$ cat config.mk
export PLATFORM = sky130hd
export DESIGN_NAME = seg_scan_driver_flat
export DESIGN_NICKNAME = d
export VERILOG_FILES = /design/src/rtl/seg_scan_driver_pkg.sv /design/src/rtl/seg_scan_driver_if.sv /design/src/rtl/seg_scan_driver_clk_divider_pulse.sv /design/src/rtl/seg_scan_driver.sv /design/src/flat_wrapper.sv
export SDC_FILE = /design/constraint.sdc
export NUM_CORES = 1
export LEC_CHECK = 0
export ABC_AREA = 1
export CORE_ASPECT_RATIO = 0.7
export CORE_MARGIN = 2
export CORE_UTILIZATION = 43
export CTS_BUF_LIST = sky130_fd_sc_hd__clkbuf_4
export DETAILED_ROUTE_END_ITERATION = 7
export PLACE_DENSITY = 0.72
export SLEW_MARGIN = 20
export SYNTH_ARGS = -nofsm -noshare
export SYNTH_HDL_FRONTEND = slang
export SYNTH_SLANG_ARGS = --single-unit
$ cat constraint.sdc
create_clock -name clk -period 2.6 [get_ports clk]
set_input_delay 0.65 -clock clk [delete_from_list [all_inputs] [get_ports clk]]
set_output_delay 0.65 -clock clk [all_outputs]
set_load 0.01 [all_outputs]
$ cat src/rtl/seg_scan_driver_pkg.sv
// Shared seven-segment definitions for the multiplexed display driver.
// Holds the segment bit order, the default "0" glyph used for leading-zero
// blanking, the digit-slot index type and a one-hot anode helper.
package seg_scan_driver_pkg;

  // Segment bit positions inside a 7-bit active-high gfedcba word.
  localparam int SEG_A = 0;
  localparam int SEG_B = 1;
  localparam int SEG_C = 2;
  localparam int SEG_D = 3;
  localparam int SEG_E = 4;
  localparam int SEG_F = 5;
  localparam int SEG_G = 6;

  localparam logic [6:0] ZERO_SEGS_DEF = 7'h3F;

  localparam int NUM_DIGITS = 4;

  typedef enum logic [1:0] {
    DIG_SEC_ONES = 2'd0,
    DIG_SEC_TENS = 2'd1,
    DIG_MIN_ONES = 2'd2,
    DIG_MIN_TENS = 2'd3
  } digit_e;

  function automatic logic [3:0] digit_onehot(input digit_e d);
    return 4'b0001 << d;
  endfunction

endpackage

$ cat src/rtl/seg_scan_driver_if.sv
// Display bus between the timer controller and the scan driver.
//   sec_ones/sec_tens/min_ones/min_tens_segs : digit patterns, active-high gfedcba
//   mag_on, blink_en, lz_blank_en            : display mode controls
//   seg_n, dp_n, an_n                        : segment bus, colon, digit enables
//   frame_strobe                             : pulse when a new frame snapshot is taken
// master = controller side, slave = scan driver side.
interface seg_scan_driver_if;
  logic [6:0] sec_ones_segs;
  logic [6:0] sec_tens_segs;
  logic [6:0] min_ones_segs;
  logic [6:0] min_tens_segs;
  logic       mag_on;
  logic       blink_en;
  logic       lz_blank_en;
  logic [6:0] seg_n;
  logic       dp_n;
  logic [3:0] an_n;
  logic       frame_strobe;

  modport master (
    output sec_ones_segs, sec_tens_segs, min_ones_segs, min_tens_segs,
    output mag_on, blink_en, lz_blank_en,
    input  seg_n, dp_n, an_n, frame_strobe
  );

  modport slave (
    input  sec_ones_segs, sec_tens_segs, min_ones_segs, min_tens_segs,
    input  mag_on, blink_en, lz_blank_en,
    output seg_n, dp_n, an_n, frame_strobe
  );
endinterface

$ cat src/rtl/seg_scan_driver_clk_divider_pulse.sv
// Free-running divider: counts 0..DIV-1 while en=1, cleared while en=0.
//   clk, rstn : clock, synchronous active-low reset
//   en        : count enable; low holds the count at 0
//   tick      : one-clock pulse on the terminal count
//   sq        : 50% square wave, high for the first DIV/2 counts of each period
module clk_divider_pulse #(
  parameter int DIV = 10
) (
  input  logic clk,
  input  logic rstn,
  input  logic en,
  output logic tick,
  output logic sq
);
  localparam int CW = (DIV > 1) ? $clog2(DIV) : 1;
  localparam logic [CW-1:0] LAST = CW'(DIV - 1);
  localparam logic [CW-1:0] HALF = CW'(DIV / 2);

  logic [CW-1:0] cnt;

  always_ff @(posedge clk) begin
    if (!rstn) begin
      cnt <= '0;
    end else if (!en) begin
      cnt <= '0;
    end else if (cnt == LAST) begin
      cnt <= '0;
    end else begin
      cnt <= cnt + CW'(1);
    end
  end

  assign tick = en && (cnt == LAST);
  // Starts in the high half so a freshly enabled divider shows "on" first.
  assign sq   = (cnt < HALF);
endmodule

$ cat src/rtl/seg_scan_driver.sv
// Multiplexed 4-digit 7-segment scan driver.
// Latches the four digit patterns once per frame, scans them onto a shared
// segment bus with dead time at the start of each digit slot, blanks a
// leading minute-tens zero, blinks the colon while cooking and can blink
// the whole display. All pins are registered.
//   clk, rstn : clock, synchronous active-low reset
//   bus       : seg_scan_driver_if.slave (patterns/controls in, seg_n/dp_n/an_n/frame_strobe out)
//
// Digit slot sequence (idx):
//   state        | meaning
//   DIG_SEC_ONES | slot 0, seconds ones; frame snapshot taken on entry
//   DIG_SEC_TENS | slot 1, seconds tens
//   DIG_MIN_ONES | slot 2, minutes ones, carries the colon on dp
//   DIG_MIN_TENS | slot 3, minutes tens, subject to leading-zero blank
module seg_scan_driver
  import seg_scan_driver_pkg::*;
#(
  parameter int         CLK_HZ      = 50_000_000,
  parameter int         SCAN_HZ     = 1000,
  parameter int         BLINK_HZ    = 2,
  parameter int         DEAD_CYC    = 4,
  parameter logic [6:0] ZERO_SEGS   = ZERO_SEGS_DEF,
  parameter bit         SEG_ACT_LOW = 1'b1,
  parameter bit         AN_ACT_LOW  = 1'b1
) (
  input  logic             clk,
  input  logic             rstn,
  seg_scan_driver_if.slave bus
);
  localparam int SLOT_DIV  = CLK_HZ / SCAN_HZ;
  localparam int COLON_DIV = CLK_HZ;
  localparam int BLINK_DIV = CLK_HZ / BLINK_HZ;
  localparam int DW        = (DEAD_CYC > 0) ? $clog2(DEAD_CYC + 1) : 1;
  localparam logic [DW-1:0] DEAD_LAST = DW'(DEAD_CYC);

  generate
    if (SLOT_DIV <= DEAD_CYC + 1) begin : g_bad_cfg
      $error("seg_scan_driver: SLOT_DIV must exceed DEAD_CYC+1");
    end
  endgenerate

  logic slot_tick, colon_sq, blink_sq;
  logic slot_sq_unused, colon_tick_unused, blink_tick_unused;

  clk_divider_pulse #(.DIV(SLOT_DIV)) u_slot_div (
    .clk  (clk),
    .rstn (rstn),
    .en   (1'b1),
    .tick (slot_tick),
    .sq   (slot_sq_unused)
  );

  // Colon phase restarts whenever the magnetron starts.
  clk_divider_pulse #(.DIV(COLON_DIV)) u_colon_div (
    .clk  (clk),
    .rstn (rstn),
    .en   (bus.mag_on),
    .tick (colon_tick_unused),
    .sq   (colon_sq)
  );

  clk_divider_pulse #(.DIV(BLINK_DIV)) u_blink_div (
    .clk  (clk),
    .rstn (rstn),
    .en   (bus.blink_en),
    .tick (blink_tick_unused),
    .sq   (blink_sq)
  );

  digit_e      idx;
  logic [DW-1:0] dead_cnt;
  logic        first_pend;
  logic [6:0]  snap [NUM_DIGITS];
  logic        snap_take;
  logic        dead;

  logic [3:0]  an_nxt;
  logic [6:0]  seg_nxt;
  logic        dp_nxt;

  logic [6:0]  seg_q;
  logic        dp_q;
  logic [3:0]  an_q;
  logic        strobe_q;

  // First slot after reset has no preceding wrap, so it snapshots on its own.
  assign snap_take = first_pend || (slot_tick && (idx == DIG_MIN_TENS));
  assign dead      = (dead_cnt < DEAD_LAST);

  always_comb begin
    an_nxt  = dead ? 4'b0000 : digit_onehot(idx);
    seg_nxt = dead ? 7'h00 : snap[idx];
    dp_nxt  = !dead && (idx == DIG_MIN_ONES) && (bus.mag_on ? colon_sq : 1'b1);
    if (bus.lz_blank_en && (idx == DIG_MIN_TENS) && (snap[DIG_MIN_TENS] == ZERO_SEGS)) begin
      an_nxt = 4'b0000;
    end
    if (bus.blink_en && !blink_sq) begin
      an_nxt = 4'b0000;
    end
  end

  always_ff @(posedge clk) begin
    if (!rstn) begin
      idx        <= DIG_SEC_ONES;
      dead_cnt   <= '0;
      first_pend <= 1'b1;
      for (int i = 0; i < NUM_DIGITS; i++) snap[i] <= '0;
      seg_q      <= {7{SEG_ACT_LOW}};
      dp_q       <= SEG_ACT_LOW;
      an_q       <= {4{AN_ACT_LOW}};
      strobe_q   <= 1'b0;
    end else begin
      first_pend <= 1'b0;
      if (slot_tick) begin
        idx      <= digit_e'(idx + 2'd1);
        dead_cnt <= '0;
      end else if (dead_cnt != DEAD_LAST) begin
        dead_cnt <= dead_cnt + DW'(1);
      end
      if (snap_take) begin
        snap[DIG_SEC_ONES] <= bus.sec_ones_segs;
        snap[DIG_SEC_TENS] <= bus.sec_tens_segs;
        snap[DIG_MIN_ONES] <= bus.min_ones_segs;
        snap[DIG_MIN_TENS] <= bus.min_tens_segs;
      end
      // Polarity applied only here so all internal logic stays active-high.
      seg_q    <= seg_nxt ^ {7{SEG_ACT_LOW}};
      dp_q     <= dp_nxt ^ SEG_ACT_LOW;
      an_q     <= an_nxt ^ {4{AN_ACT_LOW}};
      strobe_q <= snap_take;
    end
  end

  assign bus.seg_n        = seg_q;
  assign bus.dp_n         = dp_q;
  assign bus.an_n         = an_q;
  assign bus.frame_strobe = strobe_q;
endmodule
$ cat src/flat_wrapper.sv
// flat-port wrapper written by rule: the top's interface ports become plain ports
module seg_scan_driver_flat import seg_scan_driver_pkg::*;
#(
  parameter int         CLK_HZ      = 50_000_000,
  parameter int         SCAN_HZ     = 1000,
  parameter int         BLINK_HZ    = 2,
  parameter int         DEAD_CYC    = 4,
  parameter logic [6:0] ZERO_SEGS   = ZERO_SEGS_DEF,
  parameter bit         SEG_ACT_LOW = 1'b1,
  parameter bit         AN_ACT_LOW  = 1'b1
)
  (clk, rstn, bus_sec_ones_segs, bus_sec_tens_segs, bus_min_ones_segs, bus_min_tens_segs, bus_mag_on, bus_blink_en, bus_lz_blank_en, bus_seg_n, bus_dp_n, bus_an_n, bus_frame_strobe);
  seg_scan_driver_if bus_i ();
  input  logic clk;
  input  logic rstn;
  input wire logic [$bits(bus_i.sec_ones_segs)-1:0] bus_sec_ones_segs;
  input wire logic [$bits(bus_i.sec_tens_segs)-1:0] bus_sec_tens_segs;
  input wire logic [$bits(bus_i.min_ones_segs)-1:0] bus_min_ones_segs;
  input wire logic [$bits(bus_i.min_tens_segs)-1:0] bus_min_tens_segs;
  input wire logic [$bits(bus_i.mag_on)-1:0] bus_mag_on;
  input wire logic [$bits(bus_i.blink_en)-1:0] bus_blink_en;
  input wire logic [$bits(bus_i.lz_blank_en)-1:0] bus_lz_blank_en;
  output wire logic [$bits(bus_i.seg_n)-1:0] bus_seg_n;
  output wire logic [$bits(bus_i.dp_n)-1:0] bus_dp_n;
  output wire logic [$bits(bus_i.an_n)-1:0] bus_an_n;
  output wire logic [$bits(bus_i.frame_strobe)-1:0] bus_frame_strobe;
  assign bus_i.sec_ones_segs = bus_sec_ones_segs;
  assign bus_i.sec_tens_segs = bus_sec_tens_segs;
  assign bus_i.min_ones_segs = bus_min_ones_segs;
  assign bus_i.min_tens_segs = bus_min_tens_segs;
  assign bus_i.mag_on = bus_mag_on;
  assign bus_i.blink_en = bus_blink_en;
  assign bus_i.lz_blank_en = bus_lz_blank_en;
  assign bus_seg_n = bus_i.seg_n;
  assign bus_dp_n = bus_i.dp_n;
  assign bus_an_n = bus_i.an_n;
  assign bus_frame_strobe = bus_i.frame_strobe;
  seg_scan_driver #(.CLK_HZ(CLK_HZ), .SCAN_HZ(SCAN_HZ), .BLINK_HZ(BLINK_HZ), .DEAD_CYC(DEAD_CYC), .ZERO_SEGS(ZERO_SEGS), .SEG_ACT_LOW(SEG_ACT_LOW), .AN_ACT_LOW(AN_ACT_LOW)) u_core (.clk(clk), .rstn(rstn), .bus(bus_i));
endmodule
Word level (Yosys, flattened, before mapping)
Memories as Yosys holds them, arrays and structs flattened. A register that Yosys moved wholly into a read port is not among the register bits.
Index checks and enable logic that the tools add are counted.

storage, ports and cells
  bits in registers = 86
  RAM bits = 28
  output and inout bits = 13
  word-level logic and storage cells = 64
  memories = 1

memories
  name         words  width  rd ports  clocked after memory_dff  wr ports  line                   RTL
  u_core.snap  4      7      2         1                         4         seg_scan_driver.sv:73  logic [6:0] snap [NUM_DIGITS];

operators by class
  add/sub/neg operators = 5
  magnitude comparators = 3
  eq/ne operators = 7
  shift operators = 1
  mux-type cells = 15
  bitwise gates (word level) = 10
  reduce and logical (&&, ||, !) cells = 12

operators by type and width
  kind                                                   count
  two-way mux 7 bit                                      5
  adder 26 x 1 -> 26 bit (second input constant)         1
  == test 26 bit (second input constant)                 1
  < comparator 26 x 25 -> 1 bit (second input constant)  1
  adder 25 x 1 -> 25 bit (second input constant)         1
  == test 25 bit (second input constant)                 1
  < comparator 25 x 24 -> 1 bit (second input constant)  1
  adder 16 x 1 -> 16 bit (second input constant)         1
  == test 16 bit (second input constant)                 1
  two-way mux 4 bit                                      3
  == test 7 x 6 -> 1 bit (second input constant)         1
  NOT 7 bit                                              1
  logical AND 1 bit                                      6
  OR reduction 3 bit                                     2
  two-way mux 1 bit                                      5
  == test 2 bit (second input constant)                  2
  two-way mux 2 bit                                      2
  NOT 1 bit                                              4
  NOT 4 bit                                              1
  bitwise OR 1 bit                                       4
  left shift 1 x 2 -> 4 bit (first input constant)       1
  adder 3 x 1 -> 3 bit (second input constant)           1
  < comparator 3 bit (second input constant)             1
  != test 3 bit (second input constant)                  1
  4 further kinds                                        5

Logic depth before layout (Yosys ltp)
Gate-level depths: netlist (run 1).

  depth after elaboration = 7
  depth in mapped cells = 11
  mapped depth without buffers = 9

Modules after synthesis
A second synthesis (run 1) with hierarchy kept.

unflattened totals
  cell total of the unflattened synthesis = 875
  area, all modules = 6137.1 µm²

by module, submodules not included
  module                                   instances  cells an instance  area an instance (µm²)  seq. area each (µm²)
  seg_scan_driver                          1          256                2168.3                  1261.2
  clk_divider_pulse at u_core.u_colon_div  1          238                1519.0                  520.5
  clk_divider_pulse at u_core.u_blink_div  1          238                1507.7                  500.5
  clk_divider_pulse at u_core.u_slot_div   1          143                942.2                   320.3

Worst setup path before layout (run 1)
OpenSTA, ideal clock, no wires.

  path kind = register -> register
  start point = register u_core.u_slot_div.cnt[0]
  end point = memory u_core.snap[0][0] (enable)
  setup time = 0.385 ns
  arrival time = 1.630 ns
  required time = 2.215 ns
  path slack = 0.584 ns
  cell stages (with the launch flop) = 10
  path buffers = 0
  period minus slack after synthesis = 2.016 ns
  cell sequence = dfxtp_1 > ha_1 > nand2_2 > inv_2 > nand2_2 > nor2_4 > nand3_2 > nand2_2 > inv_1 > nand2_1

RTL lines
  what                    line                                     RTL
  start, declared         seg_scan_driver_clk_divider_pulse.sv:19  logic [CW-1:0] cnt;
  start signal, assigned  seg_scan_driver_clk_divider_pulse.sv:29  cnt <= cnt + CW'(1);
  end, declared           seg_scan_driver.sv:73

Worst setup path after layout (run 1)
  start point = register u_core.an_q[2], in the netlist u_core.bus.an_n[2]
  end point = output bus_an_n[2]

RTL lines
  what                    line                    RTL
  start, declared         seg_scan_driver.sv:83   logic [3:0] an_q;
  start signal, assigned  seg_scan_driver.sv:110  an_q <= {4{AN_ACT_LOW}};
  start signal, assigned  seg_scan_driver.sv:129  an_q <= an_nxt ^ {4{AN_ACT_LOW}};
  end, declared           flat_wrapper.sv:25      output wire logic [$bits(bus_i.an_n)-1:0] bus_an_n;

No word-level cell between the ends.

==> results of run 1 <==
## flip-flops by register name, indices dropped and copies added, names as in the netlist, 2 cells and up, named ones only
signal                  count
u_core.snap                28
u_core.idx                  2
u_core.dead_cnt             3
u_core.u_blink_div.cnt     25
u_core.u_slot_div.cnt      16
u_core.u_colon_div.cnt     26
u_core.bus.seg_n            7
u_core.bus.an_n             4
## cell type report
class                      instances  area, sq um
sequential                       116         2603
fill                            1298         6461
clock buffer                      17        127.6
inverter                         106        397.9
clock inverter                    15        182.7
multi-input combinational        558         2680
timing repair buffer              47        478.0
tap                              166        207.7
## synthesized netlist by cell type (all sizes together)
| cell type | instances | share of area, % |
|---|---|---|
| nand3b | 10 | 1.3 |
| dfxtp | 88 | 30 |
| or2 | 7 | 0.76 |
| clkinv | 1 | 0.065 |
| nor3 | 7 | 0.69 |
| o32ai | 7 | 1.1 |
| ha | 9 | 1.9 |
| nand3 | 45 | 4.2 |
| clkbuf | 3 | 0.19 |
| buf | 9 | 1.5 |
| edfxtp | 28 | 15 |
| xnor2 | 9 | 1.4 |
| a31oi | 1 | 0.11 |
| nand2 | 189 | 13 |
| nor2 | 199 | 15 |
| o21ai | 11 | 0.95 |
| a21oi | 38 | 3.3 |
| and2 | 2 | 0.22 |
| inv | 105 | 6.8 |
| nand4 | 5 | 0.54 |
| xor2 | 19 | 2.9 |
## how the worst max path moves through the flow
stage | startpoint | to | slack, ns | cells past startpoint
CTS | u_core.bus.an_n[2] | bus_an_n[2] | 0.48 | 1
global route | u_core.u_colon_div.cnt[0] | u_core.u_colon_div.cnt[22] | 0.47 | 7
global placement | rstn | u_core.u_colon_div.cnt[3] | 0.49 | 5
floorplan | u_core.u_slot_div.cnt[0] | u_core.snap[0][0] | 0.58 | 9
finish | u_core.bus.an_n[2] | bus_an_n[2] | 0.53 | 1
detailed placement | rstn | u_core.u_colon_div.cnt[20] | 0.41 | 5
## power breakdown
group / switching, mW / internal (mW) / total [mW]
sequential: 0.0374 / 1.92 / 1.96
clock: 0.734 / 0.673 / 1.41
combinational: 0.135 / 0.126 / 0.261
## cell families after synthesis
logic type / after synthesis / share of synthesized area (%)
compound gates: 57 / 5.415
buf+inv: 118 / 8.555
simple gates: 464 / 34.78
flops: 116 / 45.05
fa+ha+maj: 9 / 1.949
xor+xnor: 28 / 4.245
## metal layers
metal  track usage [%]  routed length, microns  share of wire, %
met4             5.484                     150               1.2
met1             27.30                    6554                54
met3             4.323                     579               4.8
met5                 0                       0                 0
met2             25.74                    4893                40
## stage by stage
step / hold WS, ns / power, mW / cell area [sq um] / util, %
final: 0.4659 / 3.628 / 6676 / 50.82
after detailed placement: 0.4392 / 2.264 / 6366 / 48.46
after global routing: 0.4969 / 3.804 / 6676 / 50.82
after global placement: 0.4314 / 2.259 / 6366 / 48.46
after floorplan: 0.4175 / 2.155 / 5777 / -
after CTS: 0.4674 / 3.668 / 6676 / 50.82
==> summary.md, run 1 <==
| Metric | Value |
|---|---|
| CTS buffer count | `17` |
| # hold bufs at CTS | `0` |
| Crit path arrival time | `between 1 and 1.5 ns` |
| Vias in the first global route | `about 4400` |
| Final setup margin | `0.5349 ns` |
| Yosys cell types | `31` |
| Seq cells post-synth | `between 100 and 150` |
| Final hold violation count | `0` |
| Worst endpoint required time | `about 2.0 ns` |
| Final Net Count | `between 800 and 900` |
| Global-route wire length before repair | `a little over 20000 microns` |
| DR vias/cell | `4.703` |
| Grt ovf | `0` |
| RePlAce Congestion | `slightly above 0.9` |
| Hold depth | `1` |
| TritonRoute pass-1 iters | `5` |
| Setup TNS Final | `0 ns` |
| Most frequent cells in the layout | `nor2_1 (184), nand2_1 (182), inv_1 (103), dfxtp_1 (88), clkdlybuf4s50_1 (45)` |
| Clock slew at reported path FFs | `0.11 ns` |
| Hold wc startpoint | `u_core.u_slot_div.cnt[0]` |
| Slowest cell on crit path | `clkdlybuf4s50_1` |
| Crit-path leading delay family | `buffers and inverters` |
| Hold EP | `u_core.u_slot_div.cnt[0]` |
| Synth-to-layout area growth | `15.57%` |
| 1st-iter DRT viols | `around 330` |
| Syn avg cell area | `7.294 sq um` |
| H-tree depth | `4` |
| Period utilization | `about four fifths` |
| Largest net degree at the start of global routing | `30` |
| Dpl hpwl | `between 9000 and 10000 microns` |
| Initial antenna violation count | `0` |
| R2R Setup Slk | `0.67 ns` |
| Antenna Nets Post-Route | `0` |
| Post_cts resized | `0` |
| Rel. slew slack | `around two thirds` |
| Max-cap violations | `0` |
| Critical path class | `register to primary output` |
| Final Non-Filler Cells | `1025` |
| Layout cells sized above 1 | `about 7.8%` |
| Reg2Reg Depth | `7` |
| I/O pins | `46` |
| Commonest non-fill, non-tap cell in the layout | `nor2_1` |
| Core area | `~0.013 sq mm` |
| Crit end category | `primary output` |
| Die area | `between 0.01 and 0.015 sq mm` |
| CTS Root Cell | `clkbuf_4` |
| Mapped cell area | `roughly 0.0058 sq mm` |
| Final min period | `approximately 2.1 ns` |
| Detailed-route via count | `4821` |
| Port bufs | `45` |
| Clk_skew | `between 0.01 and 0.015 ns` |
| Antenna cells | `0` |
| DRC viols | `0` |
| Post-CTS setup repair buffer count | `0` |
| Clk_lat worst skew | `0.51 ns` |
| Final setup viols | `0` |
| Clock sinks | `between 100 and 150` |
| Crit Path Max Fanout | `1` |
| Placement Rows | `35` |
| Buffer and inverter count on the worst path | `1` |
| Inst Count DP | `993` |
| CTS tree | `built` |
| Clock Path Buffers | `2` |
| Starting Density | `between 40 and 50%` |
| Post-Synthesis Cells | `approximately 790` |
| Sequential fraction of the synthesis area | `45.05%` |
| Outcome | `finished, final reports clean` |
| Max incr delay on CP | `roughly 0.55 ns` |
| Worst-Margin Slew | `roughly 0.50 ns` |
| Die Span Y | `a little over 100 microns` |
| Fin. max-slew vios | `0` |
| FMAX | `slightly below 500 MHz` |
| RSZ-0062 raised after global routing | `false` |
| Detailed Route WL | `~12000 microns` |
| Reg-to-Reg Start | `u_core.u_colon_div.cnt[0]` |
| Synth Net Count | `~830` |
| Peak supply drop | `around 0.22 mV` |
| Synth warn | `0` |
| Post-DR wirelength/cell | `about 12 microns` |
| Hold WC Path Type | `register to register` |
| Die width | `between 100 and 150 microns` |
| LEAKAGE | `2.472 nW` |
| CP Launch Type | `register` |
| Cell Chain, Critical Path | `clkdlybuf4s50_1` |
| PwrDens | `between 500 and 600 mW/mm^2` |
| Reg2reg end | `u_core.u_colon_div.cnt[12]` |
| Placement Setup Slack | `~0.41 ns` |
| GRT Overall Usage | `about 18%` |
Note: power is estimated with default switching activity, not from simulation.
==> run 2, diff against run 1 <==
==> constraint.sdc (replaced) <==
create_clock -name clk -period 2.1 [get_ports clk]
set_input_delay 0.525 -clock clk [delete_from_list [all_inputs] [get_ports clk]]
set_output_delay 0.525 -clock clk [all_outputs]
set_load 0.01 [all_outputs]
==> run 2 against run 1 <==
Net effect: die area is the same; first-iteration DRC count up 11%; sequential cell count stayed put; clock skew grew 0.0091 ns; cell area increased by 1.6%; final cell count up 0.49%.
==> summary.md, run 2 (synthesis gave the netlist of run 1 again) <==
| Metric | Value |
|---|---|
| Fin. max-slew vios | `0` |
| Port bufs | `45` |
| Die width | `~140 microns` |
| I/O pins | `46` |
| Largest net degree at the start of global routing | `30` |
| Post_cts resized | `0` |
| GRT Overall Usage | `between 10% and 20%` |
| Die Span Y | `around 100 microns` |
| 1st-iter DRT viols | `~370` |
| Most flops, register | `u_core.snap` |
| Synth-to-layout area growth | `17.46%` |
| Cell Chain, Critical Path | `clkdlybuf4s50_1` |
| Final Net Count | `slightly below 900` |
| CTS buffer count | `17` |
| Die area | `between 0.01 and 0.015 sq mm` |
| Core area | `0.01314 sq mm` |
| Total power | `4.749 mW` |
| Utilization after layout | `approximately 52%` |
| Period utilization | `between 90% and 100%` |
| Antenna Nets Post-Route | `0` |
| Initial antenna violation count | `0` |
| Detailed-route via count | `between 4000 and 5000` |
| CP Launch Type | `register` |
| Final min period | `roughly 2 ns` |
| Clock slew at reported path FFs | `between 0.1 and 0.15 ns` |
| TritonRoute pass-1 iters | `5` |
| Crit end category | `primary output` |
| Max incr delay on CP | `0.55 ns` |
| Critical path class | `register to primary output` |
| Worst endpoint required time | `~1.6 ns` |
| Register area | `approximately 0.0026 sq mm` |
| FMAX | `between 500 and 600 MHz` |
| DRC viols | `0` |
| # hold bufs at CTS | `0` |
| PwrDens | `around 700 mW/mm^2` |
| Worst-Margin Slew | `approximately 0.49 ns` |
| Antenna cells | `0` |
| Clock sinks | `116` |
| Clk_lat worst skew | `around 0.52 ns` |
| Final setup margin | `0.1347 ns` |
| Slowest cell on crit path | `clkdlybuf4s50_1` |
| Seq pwr share | `between 50% and 60%` |
| Filler Cell Count | `between 1000 and 1500` |
| Peak supply drop | `about 0.31 mV` |
| Crit Path Max Fanout | `1` |
| Layout cells sized above 1 | `roughly 8.3%` |
| Clock Path Buffers | `2` |
| Gate power share | `under 10%` |
| Switching power share of the total | `23.79%` |
| Final setup viols | `0` |
| Largest regs | `u_core.snap x28, u_core.u_colon_div.cnt x26, u_core.u_blink_div.cnt x25` |
| Detailed Route WL | `around 12000 microns` |
| Starting Density | `43.97%` |
| Final hold violation count | `0` |
| Commonest non-fill, non-tap cell in the layout | `nor2_1` |
| Final hold slack | `0.4612 ns` |
| LEAKAGE | `approximately 2.5 nW` |
| Placement Setup Slack | `around 0.15 ns` |
| Most frequent cells in the layout | `nor2_1 (184), nand2_1 (182), inv_1 (103), dfxtp_1 (88), clkdlybuf4s50_1 (45)` |
| Setup TNS Final | `0 ns` |
| Rel. slew slack | `67.10%` |
| Grt ovf | `0` |
| Crit path arrival time | `between 1 and 1.5 ns` |
| CTS tree | `built` |
| Post-CTS setup repair buffer count | `0` |
| RePlAce Congestion | `between 0.9 and 1` |
| Buffer and inverter count on the worst path | `1` |
| CTS Root Cell | `clkbuf_4` |
| Hold WC Path Type | `register to register` |
| Global-route wire length before repair | `around 21000 microns` |
| Max-cap violations | `0` |
| Net Sw Power | `1.130 mW` |
| Placement Rows | `35` |
| Clk_skew | `between 0.02 and 0.025 ns` |
| H-tree depth | `4` |
| Outcome | `finished, final reports clean` |
| Multi-input logic area | `~0.0027 sq mm` |
| Clock power frac | `41.8%` |
| Crit-path leading delay family | `buffers and inverters` |
| Dpl hpwl | `9174 microns` |
| Max reg flops | `28` |
| Post-DR wirelength/cell | `roughly 12 microns` |
| Vias in the first global route | `between 4000 and 5000` |
| R2R Setup Slk | `roughly 0.34 ns` |
| RSZ-0062 raised after global routing | `false` |
| DR vias/cell | `between 4 and 5` |
| Cell Int Power | `about 3.6 mW` |
[run 2: changes by cell type in the layout (fill, tap and decap cells not counted), sizes merged]
cell    change
buf         +5
bufinv      +2
clkinv      -2
[run 2: worst reg2reg max path: cells and delay by family, from the launching register on]
kind | cells | cell delay, ns
AND/OR/NAND/NOR | 6 | 0.58
adder cells (fa/ha/maj) | 1 | 0.19
buffers and inverters | 3 | 0.32
flip-flops | 1 | 0.37
[run 2: layer usage]
layer | vias up | routed length, microns | share of wire (%) | track usage (%)
met1 | 2191 | 6444 | 52 | 27.33
met4 | 0 | 243 | 2.0 | 7.235
met3 | 18 | 632 | 5.1 | 3.895
met2 | 96 | 5051 | 41 | 26.00
met5 | - | 0 | 0 | 0
li1 | 2588 | - | - | -
[run 2: final timing paths]
| check | startpoint | to | cells after the start |
|---|---|---|---|
| min | u_core.u_slot_div.cnt[0] | u_core.u_slot_div.cnt[0] | 1 |
| min reg2reg | u_core.u_slot_div.cnt[0] | u_core.u_slot_div.cnt[0] | 1 |
| max reg2reg | u_core.u_slot_div.cnt[0] | u_core.snap[0][2] | 10 |
| max | u_core.bus.an_n[2] | bus_an_n[2] | 1 |
[run 2: cell type report]
cell class / instances / area share (%)
Multi-Input combinational cell: 558 / 39.50
Tap cell: 166 / 3.061
Clock inverter: 15 / 3.375
Sequential cell: 116 / 38.36
Clock buffer: 17 / 1.881
Inverter: 106 / 5.864
Timing Repair Buffer: 52 / 7.966
[run 2: metrics by stage]
step	instance area, sq um	std cells
after floorplan	5777	792
final	6785	1030
after detailed placement	6429	998
after global routing	6785	1030
after CTS	6785	1030
after global placement	6429	998
[run 2: power groups by stage]
stage	sequential (mW)	combinational [mW]	clock [mW]
6_report	2.43	0.336	1.98
3_5_place_dp	2.48	0.336	0
5_1_grt	2.44	0.379	2.13
4_1_cts	2.43	0.337	2.03
2_1_floorplan	2.48	0.192	0
3_3_place_gp	2.48	0.331	0
